--- config.mk ---
export PLATFORM = sky130hd
export DESIGN_NAME = prog_clk_divider
export DESIGN_NICKNAME = d
export VERILOG_FILES = /design/src/rtl/prog_clk_divider.sv
export SDC_FILE = /design/constraint.sdc
export NUM_CORES = 1
export LEC_CHECK = 0
export CAP_MARGIN = 20
export CORE_AREA = 4 4 375 229
export CTS_CLUSTER_DIAMETER = 150
export CTS_CLUSTER_SIZE = 40
export DETAILED_ROUTE_END_ITERATION = 6
export DIE_AREA = 0 0 379 233
export DONT_BUFFER_PORTS = 1
export GPL_ROUTABILITY_DRIVEN = 0
export GPL_TIMING_DRIVEN = 0
export PLACE_DENSITY = 0.6
export SLEW_MARGIN = 25
export SYNTH_ARGS = -nofsm -noshare
export SYNTH_HDL_FRONTEND = slang
export SYNTH_SLANG_ARGS = --single-unit
--- constraint.sdc ---
create_clock -name clk -period 8.15 [get_ports clk]
set_input_delay 1.63 -clock clk [delete_from_list [all_inputs] [get_ports clk]]
set_output_delay 1.63 -clock clk [all_outputs]
set_load 0.02 [all_outputs]
--- src/rtl/prog_clk_divider.sv ---
// prog_clk_divider: NCH independent programmable clock dividers. Each channel
// has a shadow configuration that is copied to the active one only at a period boundary.

module prog_clk_divider_ch #(
    parameter int WIDTH    = 26,
    parameter int DIV_INIT = 240000,
    parameter int HI_INIT  = 120000
) (
    input  logic             clk,
    input  logic             rst,
    input  logic             en,
    input  logic             wr,
    input  logic [WIDTH-1:0] wr_div,
    input  logic [WIDTH-1:0] wr_duty,
    input  logic             wr_mode,
    output logic             clk_out,
    output logic             tick,
    output logic             pending
);
    localparam logic [WIDTH-1:0] DIV_RST = WIDTH'(DIV_INIT);
    localparam logic [WIDTH-1:0] HI_RST  = WIDTH'(HI_INIT);

    logic [WIDTH-1:0] div_a, hi_a, div_s, hi_s, cnt;
    logic             mode_a, mode_s;
    logic [WIDTH-1:0] last;
    logic             boundary;
    logic             level;

    // Periods below 2 are clamped to 2, so the last count is at least 1.
    always_comb begin
        last     = (div_a < WIDTH'(2)) ? WIDTH'(1) : div_a - WIDTH'(1);
        boundary = !en || (cnt >= last);
        level    = mode_a ? (cnt == '0) : (cnt < hi_a);
    end

    always_ff @(posedge clk) begin
        if (rst) begin
            div_a   <= DIV_RST;
            hi_a    <= HI_RST;
            mode_a  <= 1'b0;
            div_s   <= DIV_RST;
            hi_s    <= HI_RST;
            mode_s  <= 1'b0;
            cnt     <= '0;
            pending <= 1'b0;
            clk_out <= 1'b0;
            tick    <= 1'b0;
        end else begin
            clk_out <= en && level;
            tick    <= en && (cnt == '0);

            if (boundary) begin
                cnt <= '0;
                if (pending) begin
                    div_a  <= div_s;
                    hi_a   <= hi_s;
                    mode_a <= mode_s;
                end
            end else begin
                cnt <= cnt + WIDTH'(1);
            end

            // A write on a boundary edge lands after the old shadow was consumed.
            if (wr) begin
                div_s   <= wr_div;
                hi_s    <= wr_duty;
                mode_s  <= wr_mode;
                pending <= 1'b1;
            end else if (boundary) begin
                pending <= 1'b0;
            end
        end
    end
endmodule

module prog_clk_divider #(
    parameter int NCH      = 4,
    parameter int WIDTH    = 26,
    parameter int DIV_INIT = 240000,
    parameter int HI_INIT  = 120000,
    localparam int CW      = (NCH > 1) ? $clog2(NCH) : 1
) (
    input  logic             clk,
    input  logic             rst,
    input  logic [NCH-1:0]   en,
    input  logic             wr_en,
    input  logic [CW-1:0]    wr_ch,
    input  logic [WIDTH-1:0] wr_div,
    input  logic [WIDTH-1:0] wr_duty,
    input  logic             wr_mode,
    output logic [NCH-1:0]   clk_out,
    output logic [NCH-1:0]   tick,
    output logic [NCH-1:0]   pending,
    output logic             wr_err
);
    localparam logic [CW:0] NCH_V = (CW+1)'(NCH);

    logic ch_bad;
    assign ch_bad = ({1'b0, wr_ch} >= NCH_V);

    for (genvar c = 0; c < NCH; c++) begin : g_ch
        logic wr_hit;
        assign wr_hit = wr_en && (wr_ch == CW'(c));

        prog_clk_divider_ch #(
            .WIDTH   (WIDTH),
            .DIV_INIT(DIV_INIT),
            .HI_INIT (HI_INIT)
        ) u_ch (
            .clk    (clk),
            .rst    (rst),
            .en     (en[c]),
            .wr     (wr_hit),
            .wr_div (wr_div),
            .wr_duty(wr_duty),
            .wr_mode(wr_mode),
            .clk_out(clk_out[c]),
            .tick   (tick[c]),
            .pending(pending[c])
        );
    end

    always_ff @(posedge clk) begin
        if (rst) wr_err <= 1'b0;
        else     wr_err <= wr_en && ch_bad;
    end
endmodule

=== Word-level counts from Yosys, hierarchy flattened ===
Cells that the tools add are included.

* Register bits: 540
* Logic and storage cells: 116

* Add/subtract/negate cells: 8
* $lt $le $gt $ge: 12
* Equal/unequal tests: 3
* Multiplexer cells: 16
* Reduce and logical (&&, ||, !) cells: 37

{| class="wikitable"
|+ Operators with widths
! cell !! count
|-
| 26-bit by 1-bit adder with 26-bit output (second input constant) || 4
|-
| 26-bit greater-or-equal comparator || 4
|-
| 26-bit zero test || 4
|-
| 26-bit by 2-bit less-than comparator with 1-bit output (second input constant) || 4
|-
| 26-bit less-than comparator || 4
|-
| 26-bit two-way mux || 4
|-
| 26-bit by 1-bit subtractor with 26-bit output (second input constant) || 4
|-
| 1-bit logical AND || 12
|-
| 1-bit two-way mux || 12
|-
| 2-bit AND reduction || 4
|-
| 2-bit nonzero test || 4
|-
| 2-bit OR reduction || 4
|-
| 2-bit == test (second input constant) || 2
|-
| 1-bit zero test || 4
|-
| 1-bit logical OR || 4
|-
| 2-bit by 1-bit == test with 1-bit output (second input constant) || 1
|-
| 2-bit zero test || 1
|}

=== Logic depth before layout (Yosys ltp) ===
Gate-level depths: netlist of the first run.

* Depth in word-level cells: 6
* Depth in mapped cells: 17

=== By module ===
From an unflattened synthesis of the first run, not the netlist that was laid out.

* Cell total of the unflattened synthesis: 3192
* Area total of the unflattened synthesis: 27969.3 um2

{| class="wikitable"
|+ By module, submodules not included
! module !! times used !! cells each !! area an instance (um2)
|-
| prog_clk_divider_ch at g_ch[0].u_ch ... || 2 || 793 || 6985.4
|-
| prog_clk_divider_ch at g_ch[1].u_ch || 1 || 802 || 6980.4
|-
| prog_clk_divider_ch at g_ch[2].u_ch || 1 || 798 || 6969.2
|-
| prog_clk_divider || 1 || 6 || 48.8
|}

=== Least setup slack after synthesis of the first run ===
Ideal clock, no wire load.

* Kind: register to register
* From: reg g_ch[1].u_ch.div_a[19]
* To: reg g_ch[1].u_ch.div_a[0]
* Library setup time: 72 ps
* Arrival: 3653 ps
* Required time: 8078 ps
* Setup slack: 4425 ps
* Stages on the path, launching flop included: 18
* Clock period less this slack: 3725 ps
* Path through: dfxtp_1 > or3_1 > or2_1 > or3_1 > nor3_4 > nand2_1 > buf_4 > buf_6 > nand2_1 > ha_1 > nand4_1 > a211oi_1 > a2111oi_1 > nor4_1 > o31ai_1 > buf_2 > buf_4 > mux2i_1

* Longest elaborated chain between the ends: 5
* Elaborated cells on any way between the ends: 6
* Classes of those cells: add/sub: 1; order compare: 2; mux: 1; reduce/logical: 2

{| class="wikitable"
|+ Ends and longest elaborated chain
! element !! line !! text
|-
| from (decl) || 23 || <nowiki>logic [WIDTH-1:0] div_a, hi_a, div_s, hi_s, cnt;</nowiki>
|-
| from (signal assigned) || 55 || <nowiki>div_a <= div_s;</nowiki>
|-
| 26-bit by 1-bit subtractor with 26-bit output / 26-bit by 2-bit less-than comparator with 1-bit output (equally long branches) || 31 || <nowiki>last = (div_a < WIDTH'(2)) ? WIDTH'(1) : div_a - WIDTH'(1);</nowiki>
|-
| 26-bit two-way mux (*) || 31 ||
|-
| 26-bit greater-or-equal comparator (*) || 32 || <nowiki>boundary = !en || (cnt >= last);</nowiki>
|-
| 1-bit logical OR (*) || 32 ||
|-
| 2-bit AND reduction (no source line) (*) || - ||
|}

Mark *: on every way between the ends. The rest lies on a longest branch, timed or not.
A chain may end at the register's enable or synchronous reset.

=== Worst setup path after layout of the first run ===
* From: reg g_ch[0].u_ch.div_a[10]
* To: reg g_ch[0].u_ch.cnt[16]

* Longest elaborated chain between the ends: 5
* Elaborated cells on any way between the ends: 6
* Classes of those cells: add/sub: 1; order compare: 2; mux: 1; reduce/logical: 2

{| class="wikitable"
|+ Ends and longest elaborated chain
! element !! line !! text
|-
| from (decl) || 23 ||
|-
| from (signal assigned) || 55 ||
|-
| 26-bit by 1-bit subtractor with 26-bit output / 26-bit by 2-bit less-than comparator with 1-bit output (equally long branches) || 31 ||
|-
| 26-bit two-way mux (*) || 31 ||
|-
| 26-bit greater-or-equal comparator (*) || 32 ||
|-
| 1-bit logical OR (*) || 32 ||
|-
| 2-bit OR reduction (no source line) (*) || - ||
|-
| to (signal assigned) || 60 || <nowiki>cnt <= cnt + WIDTH'(1);</nowiki>
|-
| to (decl) || 23 ||
|}

Marks and branches as above.

==> results.yml, run 1 <==
run_status:
  outcome: "finished, final reports clean"
sta:
  worst_slack_ns: 3.43
  tightest_slew_ns: 1.14
  slew_violations: 0
  period_share_pct: 57.9
  slew_headroom_pct: 24.2
  rsz0062_at_grt: "no"
  clock_skew_ns: 0.0550
  hold_viol_final: 0
  min_period_ns: 4.72
  fmax_mhz: 212
  setup_violations: 0
  tns_ns: 0
routing:
  via_per_inst: 5.19
  drt_iter0_markers: 2374
  ant_nets: 0
  remaining_drc_errors: 0
  wl_per_cell_um: 20.0
  vias: 23800
  drt_wl_total_mm: 91.6
  drtPass1Iterations: 5
grt:
  grt_pass1_vias: 21800
  grt_pass1_wl_mm: 137
  grt_max_degree: 41
  grt_overflow_total: 0
  antenna_found_initial: 9
  grt_usage_pct: 20.3
pwr:
  seq_power_share_pct: 64.0
  power.switching_mw: 1.07
  p_clk_share_pct: 29.2
  p_sw_share_pct: 25.1
  leakage_nw: 13.1
  p_comb_share_pct: 6.8
  p_int_mw: 3.19
  power_density_mw_per_mm2: 139
  ir_drop_v: 0.000144
place:
  dp_hpwl_mm: 72.5
  numPlacedInstances: 4551
  portBuffers: 0
  pre_cts_slack_ns: 3.50
die:
  die_y_um: 233
  row_count: 82
  coreArea_mm2: 0.0827
  fp.dieW_um: 379
  die_area_mm2: 0.0883
  initial_core_util_pct: 34.8
  num_io_pins: 75
synthesis:
  synth_seq_cells: 540
  synthArstFlopShare_pct: 0
  synth_edf_count: 0
  synth.area.top_cells: "dfxtp_1 38%, ha_1 9.4%, nand2_1 7.8%, mux2i_1 7.5%, nand2b_1 7.1%"
  synth_nets: 3737
  yosysTopAreaCellShare_pct: 37.6
  syn_area_mm2: 0.0287
  syn_inst: 3459
  yosys.area.top_type: "dfxtp_1"
  yosys_warnings: 0
  synthDistinctLibCells: 66
  syn_area_per_cell_um2: 8.31
  yosysSeqAreaShare_pct: 37.6
  ys.flop_type: "dfxtp_1"
setup_path:
  crit_chain: "or4_1, nor4_2, nand4_1, nor3_2, xor2_1, nand2_1, ha_1, and2_1, nand3_1, or2_2, a21o_1, o21ai_1, clkbuf_1, nor2_1"
  cp-end-kind: "flop"
  required_ns: 8.64
  cp-startpoint: "g_ch[0].u_ch.div_a[10]"
  slowest_delay_ns: 0.65
  slowest_stage: "o21ai_1"
  critPathMaxFanout: 10
  crit_path_start_kind: "flop"
  crit_type: "reg2reg"
  critPathBufInv: 1
  reg2regPathDepth: 14
  arrival_ns: 5.21
  critical_path.top_delay_family: "simple AND/OR/NAND/NOR gates"
  r2r_start: "g_ch[0].u_ch.div_a[10]"
  r2r_end: "g_ch[0].u_ch.cnt[16]"
  regToRegSetupSlack_ns: 3.43
cells_and_area:
  finalNonFillerCells: 4587
  multi_input_area_mm2: 0.0165
  nets: 3756
  register_area_mm2: 0.0108
  drive_gt1_share_pct: 2.85
  syn_to_final_growth_pct: 6.53
  nFillCells: 8612
cts:
  htreeDepth: 1
  cts-hold-fix-buffers: 0
  clkSinkCount: 540
  numCtsBuffers: 17
  clock_latency_ns: 0.61
  path_clk_slew_ns: 0.16
  cts_tree: "built"
  clockBufferDepth: 3
  ctsResizeCount: 0
  cts_root_buffer: "clkbuf_16"
  cts_setup_buffers: 0
run:
  cap_violations: 0
worst_hold_path:
  hold_start: "g_ch[3].u_ch.hi_s[13]"
  holdPathEnd: "g_ch[3].u_ch.hi_a[13]"
  worst_hold_path_type: "reg2reg"
  min_path_cells: 2
logic make-up (layout without fill, tap and decap cells):
group                    after synthesis  count (layout)  share of synthesized area, %
other                                  1              18                        0.0130
AND/OR/NAND/NOR                     1627            1627                          28.1
buffers and inverters                326             345                          4.88
AO/OA/AOI/OAI                        362             362                          7.23
adder cells (fa/ha/maj)              216             216                          9.40
XOR/XNOR                             171             171                          5.21
flip-flops                           540             540                          37.6
multiplexers                         216             216                          7.52
metal layers:
metal  share of wire (%)  vias to the layer above  GRT usage (%)  wire length (um)
met5                0.57                        -           1.28               523
met4                 1.1                       10           2.27              1000
met3                  14                       80           9.56             13200
met2                  35                      841           25.5             32300
met1                  49                    11300           31.2             44600
li1                    -                    11600              -                 -
how the worst max path moves through the flow:
stage          slack, ns                     to  cells past startpoint
6_report            3.43   g_ch[0].u_ch.cnt[16]                     14
5_1_grt             3.02   g_ch[0].u_ch.cnt[16]                     14
4_1_cts             3.46   g_ch[0].u_ch.hi_a[3]                     16
3_5_place_dp        3.50   g_ch[0].u_ch.cnt[23]                     15
3_3_place_gp        3.35  g_ch[2].u_ch.hi_a[14]                      6
2_1_floorplan       4.43  g_ch[1].u_ch.div_a[0]                     17
cells in the mapped netlist (7+ instances only):
cell,n
and4_1,19
xor2_1,105
and3_1,21
dfxtp_1,540
nand2_1,601
or3_1,13
a21oi_1,231
nand4_1,53
buf_4,30
mux2i_1,216
o21ai_0,41
nor3b_1,7
nor4_1,37
xnor2_1,66
ha_1,216
or4_1,9
nor3_1,53
a21o_1,26
nand3_1,64
nand3b_1,66
buf_6,7
nor2b_1,12
inv_1,144
buf_2,10
nor2_1,301
clkbuf_1,131
nand2b_1,328
a211oi_1,23
cell usage in the layout, fill, tap and decap left out, drive strengths merged, types with 5 or more instances in the layout:
master and count:
nor3 58, nor3b 7, nor2b 12, inv 146
and3 21, nand2b 328, a21o 26, diode 17
nor4 41, a21oi 231, buf 51, nand3b 66
dfxtp 540, nand3 64, xnor2 66, mux2i 216
a211oi 23, o31ai 5, nor2 301, and4 19
o21ai 43, or2 8, or3 14, nand2 601
nand4 53, or4 12, xor2 105, nor4b 8
clkbuf 148, ha 216
power by group through the flow:
stage | sequential (mW) | clock, mW | combinational, mW
2_1_floorplan | 2.77 | 0 | 0.207
3_3_place_gp | 2.78 | 0 | 0.281
3_5_place_dp | 2.78 | 0 | 0.283
4_1_cts | 2.72 | 1.27 | 0.285
5_1_grt | 2.73 | 1.36 | 0.317
6_report | 2.72 | 1.25 | 0.289
cell type report:
| type | instances | share of cell area, % |
|---|---|---|
| Multi-Input combinational cell | 2593 | 54.0 |
| Sequential cell | 540 | 35.3 |
| Tap cell | 1092 | 4.46 |
| Buffer | 182 | 2.82 |
| Inverter | 144 | 1.77 |
| Clock buffer | 17 | 1.39 |
| Antenna cell | 17 | 0.139 |
| Clock inverter | 2 | 0.0940 |
registers in the layout, indices dropped and copies added (netlist names):
signal             cells
g_ch.u_ch.mode_a       4
g_ch.u_ch.pending      4
g_ch.u_ch.hi_a       104
g_ch.u_ch.clk_out      4
g_ch.u_ch.mode_s       4
g_ch.u_ch.div_s      104
g_ch.u_ch.cnt        104
g_ch.u_ch.hi_s       104
g_ch.u_ch.tick         4
g_ch.u_ch.div_a      104
worst reg2reg max path, stage by stage, from the launching register on:
cell,delay (ns)
dfxtp_1,0.42
or4_1,0.64
nor4_2,0.41
nand4_1,0.32
nor3_2,0.21
xor2_1,0.24
nand2_1,0.10
ha_1,0.30
and2_1,0.15
nand3_1,0.08
or2_2,0.30
a21o_1,0.18
o21ai_1,0.65
clkbuf_1,0.54
nor2_1,0.11
through the flow:
| stage | util [%] | instance area (um2) | hold slack [ns] | power (mW) |
|---|---|---|---|---|
| finish | 37.0 | 30600 | 0.438 | 4.26 |
| global route | 37.0 | 30600 | 0.478 | 4.40 |
| CTS | 37.0 | 30600 | 0.453 | 4.28 |
| detailed placement | 36.4 | 30100 | 0.447 | 3.06 |
| floorplan | - | 28700 | 0.437 | 2.97 |
| global placement | 36.4 | 30100 | 0.443 | 3.06 |
Power figures use the tool's default switching activity.
==> run 2, diff against run 1 <==
==> constraint.sdc (replaced) <==
create_clock -name clk -period 4.35 [get_ports clk]
set_input_delay 0.87 -clock clk [delete_from_list [all_inputs] [get_ports clk]]
set_output_delay 0.87 -clock clk [all_outputs]
set_load 0.02 [all_outputs]
==> run 2 against run 1 <==
Cell area is 1.2% higher. Clock power is 86% higher. Cell count is 0.28% higher. Wire length is 0.51% higher. Total power is 88% higher. Die area stayed put. Global-route usage hardly changed. Via count is 0.99% higher. Critical path type unchanged. Critical endpoint is now g_ch[0].u_ch.hi_a[3].
==> results.yml, run 2 (synthesis results as in run 1) <==
setup_path:
  required_ns: 4.87
  r2r_end: "g_ch[0].u_ch.hi_a[3]"
  critPathMaxFanout: 10
  crit_type: "reg2reg"
  reg2regPathDepth: 17
  crit_path_start_kind: "flop"
  arrival_ns: 4.64
  regToRegSetupSlack_ns: 0.22
  r2r_start: "g_ch[0].u_ch.div_a[19]"
  cp-end-kind: "flop"
routing:
  dr_wl_met3_mm: 12.1
  wl_met1_mm: 46.0
  vias: 24000
  drtPass1Iterations: 6
  remaining_drc_errors: 0
  ant_nets: 0
  drt_iter0_markers: 2376
  drt_wl_total_mm: 92.1
  wl_met2_mm: 32.7
  via_per_inst: 5.23
  wl_per_cell_um: 20.0
  top_layer: "met5"
cts:
  cts_tree: "built"
  clock_latency_ns: 0.61
  cts_root_buffer: "clkbuf_16"
  htreeDepth: 1
  clkSinkCount: 540
  numCtsBuffers: 17
  path_clk_slew_ns: 0.16
  clockBufferDepth: 3
place:
  portBuffers: 0
  pre_cts_slack_ns: -0.301
  dp_hpwl_mm: 72.5
grt:
  grt_pass1_wl_mm: 137
  antenna_found_initial: 9
  grt_pass1_vias: 21900
  grt_overflow_total: 0
  grt_usage_pct: 20.3
  grt_max_degree: 41
run_status:
  outcome: "finished, final reports clean"
die:
  row_count: 82
  die_y_um: 233
  fp.dieW_um: 379
  num_io_pins: 75
  coreArea_mm2: 0.0827
  die_area_mm2: 0.0883
  initial_core_util_pct: 34.8
sta:
  fin_hold_ws_ns: 0.367
  hold_viol_final: 0
  worst_slack_ns: 0.222
  rsz0062_at_grt: "yes"
  setup_violations: 0
  slew_headroom_pct: 22.5
  min_period_ns: 4.13
  tightest_slew_ns: 1.16
  period_share_pct: 94.9
  slew_violations: 0
  clock_skew_ns: 0.0540
  fmax_mhz: 242
worst_hold_path:
  hold_start: "wr_mode"
  holdPathEnd: "g_ch[1].u_ch.mode_s"
  worst_hold_path_type: "in2reg"
  min_path_cells: 2
cells_and_area:
  nets: 3770
  nFillCells: 8602
  drive_gt1_share_pct: 4.07
  syn_to_final_growth_pct: 7.77
  utilization_pct: 37.5
  layout_common_cells: "601 x nand2_1, 536 x dfxtp_1, 328 x nand2b_1, 301 x nor2_1, 231 x a21oi_1"
  layout_commonest_cell: "nand2_1"
run:
  cap_violations: 0
pwr:
  leakage_nw: 13.3
  power_density_mw_per_mm2: 258
  ir_drop_v: 0.000270
  finalPower_mw: 7.99
-- run 2: repair_timing --
item	4_1_cts	5_1_grt
pin swaps	0	10
endpoints found under the setup margin	231	295
buffers inserted	0	16
hold buffers	0	0
endpoints found under the hold margin	0	0
resized for setup	9	54
-- run 2: report_power, final --
group	internal (mW)	switching, mW	total (mW)
registers	5.04	0.0657	5.11
logic	0.208	0.344	0.552
clock network	0.735	1.60	2.33
-- run 2: metrics by stage --
step	area, um2	std cells	TNS, ns
after floorplan	28700	3459	0
after global placement	30100	4551	-16.37
after detailed placement	30100	4551	-21.50
after CTS	30600	4570	0
after global routing	30900	4587	-0.304
final	31000	4600	0
-- run 2: worst max path at each step --
stage                           startpoint                     end  cells after the start
floorplan           g_ch[1].u_ch.div_a[19]   g_ch[1].u_ch.div_a[0]                     17
global placement    g_ch[0].u_ch.div_a[10]    g_ch[0].u_ch.cnt[20]                     14
detailed placement  g_ch[0].u_ch.div_a[10]    g_ch[0].u_ch.cnt[23]                     15
CTS                  g_ch[3].u_ch.div_a[8]   g_ch[3].u_ch.hi_a[24]                     15
global route         g_ch[0].u_ch.div_a[2]  g_ch[0].u_ch.div_a[16]                     17
finish              g_ch[0].u_ch.div_a[19]    g_ch[0].u_ch.hi_a[3]                     17
-- run 2: final cells by class --
class	count	area [um2]	area share [%]
well taps	1092	1370	4.41
clock inverters	2	28.8	0.0929
clock buffers	17	425	1.37
flip-flops and latches	540	10800	34.9
plain buffers	180	928	3.00
repair buffers	16	120	0.388
multi-input cells	2593	16700	53.9
diodes	16	40.0	0.129
inverters	144	541	1.75
-- run 2: per-layer routing --
layer,up-vias,global-route usage (%)
li1,11700,-
met1,11500,31.2
met2,815,25.5
met3,81,9.56
met4,8,2.27
met5,-,1.28
-- run 2: worst max-delay path: stages (launching register included) --
cell and delay (ns):
dfxtp_2 0.38, or3_1 0.39, or2_1 0.27, or3_4 0.36, nor3_4 0.23, nand2_1 0.12, buf_4 0.20, buf_6 0.15
nand2_1 0.07, ha_1 0.24, nand4_1 0.14, inv_1 0.09, a2111oi_4 0.41, nor3_1 0.09, o31ai_1 0.23, buf_4 0.25
buf_8 0.18, mux2i_2 0.22
